==> config.mk <==
export PLATFORM = sky130hd
export DESIGN_NAME = uart_tx_arbiter
export DESIGN_NICKNAME = d
export VERILOG_FILES = /design/src/rtl/uart_tx_arbiter.sv
export SDC_FILE = /design/constraint.sdc
export NUM_CORES = 1
export LEC_CHECK = 0
export BUFFER_PORTS_ARGS = -buffer_cell sky130_fd_sc_hd__clkbuf_2
export CORE_ASPECT_RATIO = 0.75
export CORE_MARGIN = 4
export CORE_UTILIZATION = 46
export CTS_CLUSTER_SIZE = 40
export DETAILED_ROUTE_END_ITERATION = 7
export GPL_ROUTABILITY_DRIVEN = 1
export PLACE_DENSITY = 0.81
export SLEW_MARGIN = 10
export SYNTH_ARGS = -nofsm -noshare
export SYNTH_HDL_FRONTEND = slang
export SYNTH_SLANG_ARGS = --single-unit
==> constraint.sdc <==
create_clock -name clk -period 2.45 [get_ports clk]
set_clock_uncertainty 0.15 [all_clocks]
set_input_delay 0.3675 -clock clk [delete_from_list [all_inputs] [get_ports clk]]
set_output_delay 0.3675 -clock clk [all_outputs]
set_load 0.05 [all_outputs]
==> src/rtl/uart_tx_arbiter.sv <==
// Round-robin, packet-locking arbiter merging NREQ byte producers onto one UART TX stream.
// Latency: request in IDLE -> ready next cycle -> registered beat on o_valid one cycle later.
// Backpressure: o_ready[grant] = !o_valid | i_ready, so a stalled output stage stalls the owner.
module uart_tx_arbiter #(
    parameter int NREQ   = 4,
    parameter int DLEN   = 8,
    parameter int MAXLEN = 64,
    localparam int IDW   = (NREQ > 1) ? $clog2(NREQ) : 1,
    localparam int CW    = $clog2(MAXLEN + 1)
) (
    input  logic                 clk,
    input  logic                 rstn,
    input  logic [NREQ-1:0]      i_valid,
    output logic [NREQ-1:0]      o_ready,
    input  logic [NREQ*DLEN-1:0] i_data,
    input  logic [NREQ-1:0]      i_last,
    output logic                 o_valid,
    input  logic                 i_ready,
    output logic [DLEN-1:0]      o_data,
    output logic                 o_last,
    output logic [IDW-1:0]       o_id,
    output logic                 o_busy,
    output logic                 o_trunc
);

    typedef enum logic {IDLE, LOCKED} state_t;

    state_t          state;
    state_t          state_nxt;
    logic [IDW-1:0]  grant;
    logic [IDW-1:0]  ptr;
    logic [CW-1:0]   cnt;
    logic [IDW-1:0]  winner;
    logic            any_req;
    logic            sel_valid;
    logic            sel_last;
    logic [DLEN-1:0] sel_data;
    logic            stage_free;
    logic            accept;
    logic            at_limit;
    logic            release_pkt;

    // Round-robin search: first requester after ptr, wrapping; scanning from the
    // far end downwards lets the nearest candidate overwrite the earlier ones.
    always_comb begin
        logic [IDW-1:0] cand;
        winner  = '0;
        any_req = 1'b0;
        cand    = '0;
        for (int j = NREQ; j >= 1; j--) begin
            cand = IDW'((int'(ptr) + j) % NREQ);
            if (i_valid[cand]) begin
                winner  = cand;
                any_req = 1'b1;
            end
        end
    end

    // Select the granted requester's beat.
    always_comb begin
        sel_valid = 1'b0;
        sel_last  = 1'b0;
        sel_data  = '0;
        for (int k = 0; k < NREQ; k++) begin
            if (grant == IDW'(k)) begin
                sel_valid = i_valid[k];
                sel_last  = i_last[k];
                sel_data  = i_data[k*DLEN +: DLEN];
            end
        end
    end

    assign stage_free  = !o_valid || i_ready;
    assign accept      = (state == LOCKED) && sel_valid && stage_free;
    assign at_limit    = (cnt == CW'(MAXLEN - 1));
    assign release_pkt = accept && (sel_last || at_limit);
    assign o_busy      = (state == LOCKED);

    // Only the owner of the lock ever sees ready; nobody does while arbitrating.
    always_comb begin
        o_ready = '0;
        if (state == LOCKED) begin
            for (int k = 0; k < NREQ; k++) begin
                if (grant == IDW'(k)) begin
                    o_ready[k] = stage_free;
                end
            end
        end
    end

    // Next-state logic: lock on any request, unlock when the packet ends or hits the beat limit.
    always_comb begin
        state_nxt = state;
        case (state)
            IDLE:    if (any_req) state_nxt = LOCKED;
            LOCKED:  if (release_pkt) state_nxt = IDLE;
            default: state_nxt = IDLE;
        endcase
    end

    // State register.
    always_ff @(posedge clk) begin
        if (!rstn) begin
            state <= IDLE;
        end else begin
            state <= state_nxt;
        end
    end

    // Grant, round-robin pointer and per-packet beat counter.
    always_ff @(posedge clk) begin
        if (!rstn) begin
            grant <= '0;
            ptr   <= IDW'(NREQ - 1);
            cnt   <= '0;
        end else if (state == IDLE && any_req) begin
            grant <= winner;
            cnt   <= '0;
        end else if (accept) begin
            cnt <= cnt + CW'(1);
            if (release_pkt) begin
                ptr <= grant;
            end
        end
    end

    // Registered output stage; a limit cut forces o_last and flags o_trunc.
    always_ff @(posedge clk) begin
        if (!rstn) begin
            o_valid <= 1'b0;
            o_data  <= '0;
            o_last  <= 1'b0;
            o_id    <= '0;
            o_trunc <= 1'b0;
        end else begin
            o_trunc <= accept && at_limit && !sel_last;
            if (accept) begin
                o_valid <= 1'b1;
                o_data  <= sel_data;
                o_last  <= sel_last || at_limit;
                o_id    <= grant;
            end else if (o_valid && i_ready) begin
                o_valid <= 1'b0;
            end
        end
    end

endmodule

==> flow_metrics.py, run 1 <==
metrics = {
    "global_route": {
        "grt_pass1_wl_um": 5760,
        "grt_max_degree": 18,
        "overflow": 0,
        "antenna_found_initial": 0,
        "grt_pass1_vias": 1197,
        "grt.total_usage_pct": 19.6,
    },
    "routing": {
        "drt_wl_total_um": 3660,
        "viasPerCell": 5.40,
        "drt-initial-drc-count": 139,
        "drc_errors": 0,
        "vias": 1295,
        "ant_nets": 0,
        "wl_per_cell_um": 15.2,
        "first_pass_iters": 5,
    },
    "sta": {
        "setup_viol": 0,
        "rsz0062_at_grt": "false",
        "period_share_pct": 82.9,
        "tightest_slew_ns": 0.512,
        "hold_viol_final": 0,
        "finalSetupTns_ns": 0,
        "slew_headroom_pct": 65.6,
        "final.setup.worst_slack_ns": 0.418,
        "fmax_ghz": 0.492,
        "period_needed_ns": 2.03,
        "finalMaxSlewViolations": 0,
        "hold-worst-slack_ns": 0.206,
    },
    "power": {
        "ir_drop_mv": 0.412,
        "p_switching_mw": 0.357,
        "seq_power_share_pct": 44.5,
        "clock_power_share_pct": 24.8,
        "switching_share_pct": 34.9,
        "p_comb_share_pct": 30.7,
        "p_int_mw": 0.666,
        "leakagePower_nw": 0.744,
        "power_density_nw_per_um2": 605,
    },
    "synth": {
        "ys_seq_area_share_pct": 37.3,
        "synth_fp_nets": 191,
        "synth_ff_type": "dfxtp_1",
        "synth.avg_cell_area_um2": 9.13,
        "syn-cell-area_um2": 1340,
        "synth_edf_count": 0,
        "synth_seq_cells": 25,
        "async_reset_ff_share_pct": 0,
        "ys_types": 34,
        "yosys_warnings": 0,
        "synthCells": 147,
    },
    "layout": {
        "layout_commonest_cell": "clkbuf_2",
        "final_cell_area_um2": 1690,
        "final_cell_mix": "clkbuf_2, nand2_1, dfxtp_1, a21oi_1",
        "antennaDiodeCount": 0,
        "fin_util_pct": 62.5,
        "final_layout_size_suffix_gt1_share_pct": 38.7,
        "synthToLayoutAreaGrowth_pct": 25.9,
        "nNetsFinal": 249,
    },
    "hold_path": {
        "holdCritPathClass": "in2reg",
    },
    "cts": {
        "cts_hold_buf": 0,
        "cts_root_buf": "clkbuf_8",
        "cts_buffers": 3,
        "ctsHtreeMaxLevel": 1,
        "cts_tree": "yes",
        "clock_sinks": 25,
        "clk-insertion-delay-late_ns": 0.28,
        "cts_buffer_depth": 2,
        "post_cts_buffers": 0,
        "path_clk_slew_ns": 0.10,
        "post_cts_resized": 0,
    },
    "placement": {
        "gp_congestion": 0.793,
        "pre_cts_slack_ns": 0.477,
        "io_buffers": 60,
        "dp_hpwl_um": 2940,
        "place_area_um2": 1640,
    },
    "run_status": {
        "run_status": "finished, final reports clean",
    },
    "worst_setup_path": {
        "cp_data_required_time_ns": 1.93,
        "cp-end-kind": "primary output",
        "startpoint_type": "flop",
        "criticalPathCategory": "reg2out",
        "path_max_fanout": 13,
        "worstPathArrival_ns": 1.51,
    },
    "floorplan": {
        "start_util_pct": 49.7,
        "coreArea_um2": 2700,
        "die_y_um": 54.8,
        "ioPinCount": 61,
        "fp-row-count": 16,
        "die_w_um": 70.4,
        "die_area_um2": 3860,
    },
    "run": {
        "drv_cap": 0,
    },
}
==> area by class of cell <==
type / count / area [um^2]
flip-flops and latches: 25 / 500
inverters: 5 / 18.8
fillers: 253 / 1010
clock inverters: 1 / 7.51
repair buffers: 62 / 315
well taps: 36 / 45.0
clock buffers: 3 / 41.3
multi-input cells: 108 / 762
==> through the flow <==
step / std cells / power [mW]
floorplan: 147 / 0.699
global placement: 236 / 0.771
detailed placement: 236 / 0.778
CTS: 240 / 1.03
global route: 240 / 1.08
finish: 240 / 1.02
==> critical path, cell delays in order (launching register included) <==
cell and delay [ns]:
dfxtp_1 0.60, nand3_1 0.20, nor2_1 0.15, clkbuf_2 0.29
==> synthesized netlist by cell type (3+ instances only) <==
cell type / count / area, um^2
a21oi_1: 16 / 80.1
buf_6: 3 / 33.8
clkbuf_1: 4 / 15.0
dfxtp_1: 25 / 500
inv_1: 5 / 18.8
mux4_2: 10 / 225
nand2_1: 28 / 105
nand3_1: 3 / 15.0
nand4_1: 3 / 18.8
nor2_1: 10 / 37.5
o21ai_0: 8 / 40.0
xor2_1: 3 / 26.3
==> power by group through the flow <==
stage	sequential (mW)	combinational [mW]	clock [mW]
finish	0.455	0.314	0.254
global route	0.460	0.340	0.279
CTS	0.454	0.315	0.259
detailed placement	0.464	0.314	0
global placement	0.464	0.307	0
floorplan	0.517	0.183	0
==> metal layers <==
layer / global-route usage [%] / part of all wire, %
met5: 0 / 0
met4: 5.10 / 1.4
met3: 5.32 / 8.0
met2: 30.6 / 48
met1: 26.9 / 42
==> state kept, by name, summed over array words and instances (netlist names) <==
register,flops
o_data,8
cnt,7
grant,2
o_id,2
ptr,2
o_busy,1
o_last,1
o_trunc,1
o_valid,1
==> final timing paths <==
path	start	endpoint	slack, ns	cells after the start
setup / recovery	o_busy	o_ready[3]	0.42	3
hold reg to reg	o_id[1]	o_id[1]	0.31	2
hold / removal	rstn	ptr[0]	0.21	2
setup reg to reg	grant[0]	ptr[1]	0.55	5
==> kinds of logic (layout without fill, tap and decap cells) <==
logic type / after synthesis / count (layout) / share of synthesized area, %
XOR/XNOR: 4 / 4 / 2.61
AO/OA/AOI/OAI: 34 / 34 / 14.8
multiplexers: 12 / 12 / 18.3
adder cells (fa/ha/maj): 1 / 1 / 0.932
AND/OR/NAND/NOR: 57 / 57 / 20.1
buffers and inverters: 14 / 71 / 5.96
flip-flops: 25 / 25 / 37.3
No activity file was read; power rests on OpenSTA's default activity.
==> run 2, diff against run 1 <==
- clock period: 2.45 -> 2.1 ns (I/O delays scaled with it)
==> run 2 against run 1 <==
Cell area grew 1.3%. Worst setup slack lost 0.34 ns. Utilization increased by 0.79 points. Hold slack got worse by 0.059 ns. Combinational power is 20% higher. Wire length increased by 6.3%. Critical path depth stayed put.
==> flow_metrics.py, run 2 (synthesized netlist as in run 1, its figures left out) <==
metrics = {
    "cts": {
        "clock_sinks": 25,
        "cts_root_buf": "clkbuf_8",
        "cts_buffer_depth": 2,
        "clk-insertion-delay-late_ns": 0.27,
        "ctsHtreeMaxLevel": 1,
        "path_clk_slew_ns": 0.09,
        "cts_tree": "yes",
        "cts_hold_buf": 0,
        "post_cts_resized": 0,
        "cts_buffers": 3,
        "post_cts_buffers": 0,
    },
    "power": {
        "leakagePower_nw": 0.753,
        "power_density_nw_per_um2": 704,
        "p_total_mw": 1.21,
        "ir_drop_mv": 0.497,
    },
    "layout": {
        "antennaDiodeCount": 0,
        "largest_reg_flops": 8,
        "stdcell_count": 241,
        "final_layout_size_suffix_gt1_share_pct": 40.0,
        "final_cell_mix": "clkbuf_2, nand2_1, dfxtp_1, a21oi_1",
        "nNetsFinal": 250,
        "layout_commonest_cell": "clkbuf_2",
        "largest_register": "o_data",
        "reg_top3": "o_data (8), cnt (7)",
        "synthToLayoutAreaGrowth_pct": 27.5,
    },
    "routing": {
        "drt_wl_total_um": 3890,
        "vias": 1396,
        "first_pass_iters": 5,
        "ant_nets": 0,
        "drt-initial-drc-count": 94,
        "viasPerCell": 5.79,
        "wl_per_cell_um": 16.1,
        "drc_errors": 0,
    },
    "floorplan": {
        "start_util_pct": 49.7,
        "coreArea_um2": 2700,
        "die_area_um2": 3860,
        "die_w_um": 70.4,
        "fp-row-count": 16,
        "ioPinCount": 61,
        "die_y_um": 54.8,
    },
    "sta": {
        "finalSetupTns_ns": 0,
        "period_needed_ns": 2.02,
        "period_share_pct": 96.3,
        "finalMaxSlewViolations": 0,
        "hold-worst-slack_ns": 0.147,
        "rsz0062_at_grt": "false",
        "slew_headroom_pct": 68.1,
        "fmax_ghz": 0.494,
        "tightest_slew_ns": 0.475,
        "setup_viol": 0,
        "hold_viol_final": 0,
    },
    "placement": {
        "dp_hpwl_um": 3140,
        "io_buffers": 60,
        "place_inst": 237,
        "gp_congestion": 0.800,
    },
    "global_route": {
        "grt_pass1_wl_um": 5710,
        "grt_pass1_vias": 1241,
        "overflow": 0,
        "use_met1_pct": 23.9,
        "top_usage_layer": "met2",
        "use_met3_pct": 3.85,
        "grt_max_degree": 16,
        "grt.total_usage_pct": 19.2,
        "antenna_found_initial": 0,
        "grt_util_met2_pct": 33.2,
    },
    "worst_setup_path": {
        "critPathTopFamily": "flip-flops",
        "crit_buf_inv": 1,
        "worstReg2RegStart": "grant[0]",
        "criticalPathCategory": "reg2out",
        "path_max_fanout": 13,
        "cp_data_required_time_ns": 1.63,
        "cp_slowest_stage_delay_ns": 0.59,
        "cp-end-kind": "primary output",
        "worstSetupStartpoint": "o_busy",
        "worstPathArrival_ns": 1.56,
        "startpoint_type": "flop",
        "crit_slowest_cell": "dfxtp_1",
        "cp_cell_sequence": "nand3_1 -> nor2_1 -> clkbuf_2",
    },
    "hold_path": {
        "holdCritPathClass": "in2reg",
        "min_from": "rstn",
    },
    "run": {
        "drv_cap": 0,
    },
    "run_status": {
        "run_status": "finished, final reports clean",
    },
}
-- run 2: cell types whose count changed in the layout (fill, tap and decap cells not counted) --
cell / change
buf_6: +1
nor3_1: -2
nor3_2: +2
-- run 2: final cells by class --
cell class	instances	area (um^2)
fillers	233	991
multi-input cells	108	772
flip-flops and latches	25	500
repair buffers	63	327
well taps	36	45.0
clock buffers	3	41.3
inverters	5	18.8
clock inverters	1	7.51
-- run 2: per-layer routing --
layer  wire [um]  up-vias
met1        1480      643
met3         347       12
met4          93        0
met5           0        -
li1            -      648
met2        1970       93
-- run 2: worst register-to-register path: cells and delay by family, from the launching register on --
family	cells	cell delay (ns)
muxes	1	0.56
DFF	1	0.38
AOI/OAI and AO/OA	2	0.28
buffers and inverters	1	0.22
and+or+nand+nor	1	0.11
-- run 2: power breakdown --
part	internal, mW	leakage [nW]	switching, mW
logic	0.145	0.528	0.233
clock network	0.135	0.0217	0.160
registers	0.503	0.203	0.0290
total	0.782	0.753	0.423
-- run 2: worst paths after layout --
path              cells past startpoint    endpoint  slack [ns]
setup / recovery                      3  o_ready[1]        0.08
hold / removal                        2      ptr[0]        0.15
setup reg to reg                      5      ptr[1]        0.27
hold reg to reg                       2   o_data[3]        0.31
-- run 2: through the flow --
| step | area, um^2 | worst slack (ns) | util, % |
|---|---|---|---|
| 2_1_floorplan | 1350 | -0.161 | - |
| 3_3_place_gp | 1660 | 0.292 | 61.4 |
| 3_5_place_dp | 1660 | 0.216 | 61.4 |
| 4_1_cts | 1710 | 0.0701 | 63.2 |
| 5_1_grt | 1710 | 0.0402 | 63.3 |
| 6_report | 1710 | 0.0767 | 63.3 |
==> run 3, diff against run 2 <==
--- a/config.mk
+++ b/config.mk
@@ -10,4 +10,5 @@
 export CORE_MARGIN = 4
 export CORE_UTILIZATION = 46
+export CTS_CLUSTER_DIAMETER = 100
 export CTS_CLUSTER_SIZE = 40
 export DETAILED_ROUTE_END_ITERATION = 7
==> constraint.sdc (replaced) <==
create_clock -name clk -period 2.1 [get_ports clk]
set_clock_uncertainty 0.15 [all_clocks]
set_input_delay 0 -clock clk [delete_from_list [all_inputs] [get_ports clk]]
set_output_delay 0 -clock clk [all_outputs]
set_load 0.05 [all_outputs]
==> run 3 against run 2 <==
Cell count grew 1.2%. Fmax increased by 6.6%. Wire length fell by 5.4%. Hold slack worse by 0.13 ns. Sequential share of layout area decreased by 0.17 points. Critical endpoint is now cnt[6]. Worst setup slack better by 0.12 ns. Non-clock buffer count up 3. Cell area increased by 0.58%. Die area unchanged. Critical path depth increased by 1. First-iteration DRC count increased by 8.5%. Global-route usage increased by 0.34 points.
==> flow_metrics.py, run 3 (synthesized netlist as in run 1, its figures left out) <==
metrics = {
    "run_status": {
        "run_status": "finished, final reports clean",
    },
    "floorplan": {
        "die_y_um": 54.8,
        "ioPinCount": 61,
        "fp-row-count": 16,
        "die_area_um2": 3860,
        "start_util_pct": 49.7,
        "coreArea_um2": 2700,
        "die_w_um": 70.4,
    },
    "worst_setup_path": {
        "cp_slowest_stage_delay_ns": 0.44,
        "crit_slowest_cell": "mux4_2",
        "cp_data_required_time_ns": 2.15,
        "criticalPathCategory": "reg2reg",
        "worstPathArrival_ns": 1.95,
        "startpoint_type": "flop",
        "cp_cell_sequence": "mux4_2 -> nand3_2 -> or3_1 -> a21oi_1",
        "path_max_fanout": 17,
        "cp-end-kind": "flop",
    },
    "global_route": {
        "use_met3_pct": 4.22,
        "overflow": 0,
        "antenna_found_initial": 0,
        "grt_max_degree": 18,
        "grt_pass1_wl_um": 5810,
        "grt.total_usage_pct": 19.6,
        "grt_util_met2_pct": 30.1,
        "top_usage_layer": "met2",
        "use_met1_pct": 28.0,
        "grt_pass1_vias": 1205,
    },
    "placement": {
        "place_area_um2": 1660,
        "io_buffers": 60,
        "gp_congestion": 0.822,
        "pre_cts_slack_ns": 0.218,
        "dp_hpwl_um": 2890,
        "place_inst": 238,
    },
    "sta": {
        "final.setup.worst_slack_ns": 0.201,
        "finalMaxSlewViolations": 0,
        "tightest_slew_ns": 0.536,
        "setup_viol": 0,
        "hold_viol_final": 0,
        "period_needed_ns": 1.90,
        "rsz0062_at_grt": "false",
        "period_share_pct": 90.4,
        "slew_headroom_pct": 64.1,
        "finalSetupTns_ns": 0,
        "fmax_ghz": 0.527,
    },
    "cts": {
        "ctsHtreeMaxLevel": 1,
        "post_cts_resized": 0,
        "cts_buffers": 3,
        "clock_sinks": 25,
        "cts_buffer_depth": 2,
        "cts_root_buf": "clkbuf_8",
        "cts_tree": "yes",
        "path_clk_slew_ns": 0.09,
        "clk-insertion-delay-late_ns": 0.27,
    },
    "layout": {
        "final_cell_area_um2": 1720,
        "nFillCells": 229,
        "reg_top3": "o_data (8), cnt (7)",
        "layout_commonest_cell": "clkbuf_2",
        "multiInputGateArea_um2": 762,
        "final_cell_mix": "clkbuf_2, nand2_1, dfxtp_1, a21oi_1",
        "stdcell_count": 244,
        "synthToLayoutAreaGrowth_pct": 28.2,
        "antennaDiodeCount": 0,
        "fin_util_pct": 63.7,
        "nNetsFinal": 253,
        "largest_register": "o_data",
        "final_layout_size_suffix_gt1_share_pct": 38.5,
        "largest_reg_flops": 8,
        "seq_area_um2": 500,
    },
    "hold_path": {
        "holdCritPathClass": "in2reg",
    },
    "power": {
        "ir_drop_mv": 0.460,
        "power_density_nw_per_um2": 695,
        "leakagePower_nw": 0.763,
    },
    "routing": {
        "drt_wl_total_um": 3680,
        "ant_nets": 0,
        "first_pass_iters": 4,
        "vias": 1337,
        "viasPerCell": 5.48,
        "drt-initial-drc-count": 102,
        "drc_errors": 0,
        "wl_per_cell_um": 15.1,
    },
    "run": {
        "drv_cap": 0,
    },
}
run 3: cell types whose count changed in the layout (fill, tap and decap cells not counted):
cell	before	now
nor3_2	2	0
clkinvlp_4	1	0
nor3_1	0	2
dlygate4sd3_1	0	2
buf_4	2	4
clkbuf_1	0	1
buf_6	1	0
run 3: where the power goes:
| group | switching, mW | internal [mW] | total, mW |
|---|---|---|---|
| registers | 0.0207 | 0.503 | 0.524 |
| logic | 0.239 | 0.146 | 0.385 |
| clock network | 0.151 | 0.136 | 0.287 |
run 3: per-stage QoR:
stage                     hold WS, ns  total power, mW
final                          0.0179             1.20
after detailed placement        0.112            0.913
after CTS                      0.0105             1.20
after global placement          0.116            0.906
after global routing           0.0112             1.25
after floorplan               -0.0782            0.816
run 3: what timing repair did:
action,CTS,global route
hold endpoints to repair,5,0
hold buffers,2,0
buffers inserted,0,0
setup endpoints to repair,0,0
run 3: metal layers:
layer	vias to the layer above	part of all wire [%]	routed length, um
li1	652	-	-
met4	0	0.92	34
met1	618	45	1660
met3	4	6.8	251
met5	-	0	0
met2	63	47	1730
run 3: path summary, 6_finish.rpt:
check             startpoint  endpoint  slack, ns  cells after the start
hold reg to reg      o_id[1]   o_id[1]       0.31                      2
setup / recovery    grant[0]    cnt[6]       0.20                      4
hold / removal     i_last[2]   o_trunc       0.02                      3
setup reg to reg    grant[0]    cnt[6]       0.20                      4
run 3: layout make-up:
type                       instances  share of cell area [%]
multi-input combinational        108                    44.3
sequential                        25                    29.1
timing repair buffer              66                    20.3
clock buffer                       4                    2.62
tap                               36                    2.62
inverter                           5                    1.09
run 3: worst max-delay path, delay by kind of cell (launching register included):
family	cells	cell delay, ns
DFF	1	0.36
muxes	1	0.44
and+or+nand+nor	2	0.75
AOI/OAI and AO/OA	1	0.14
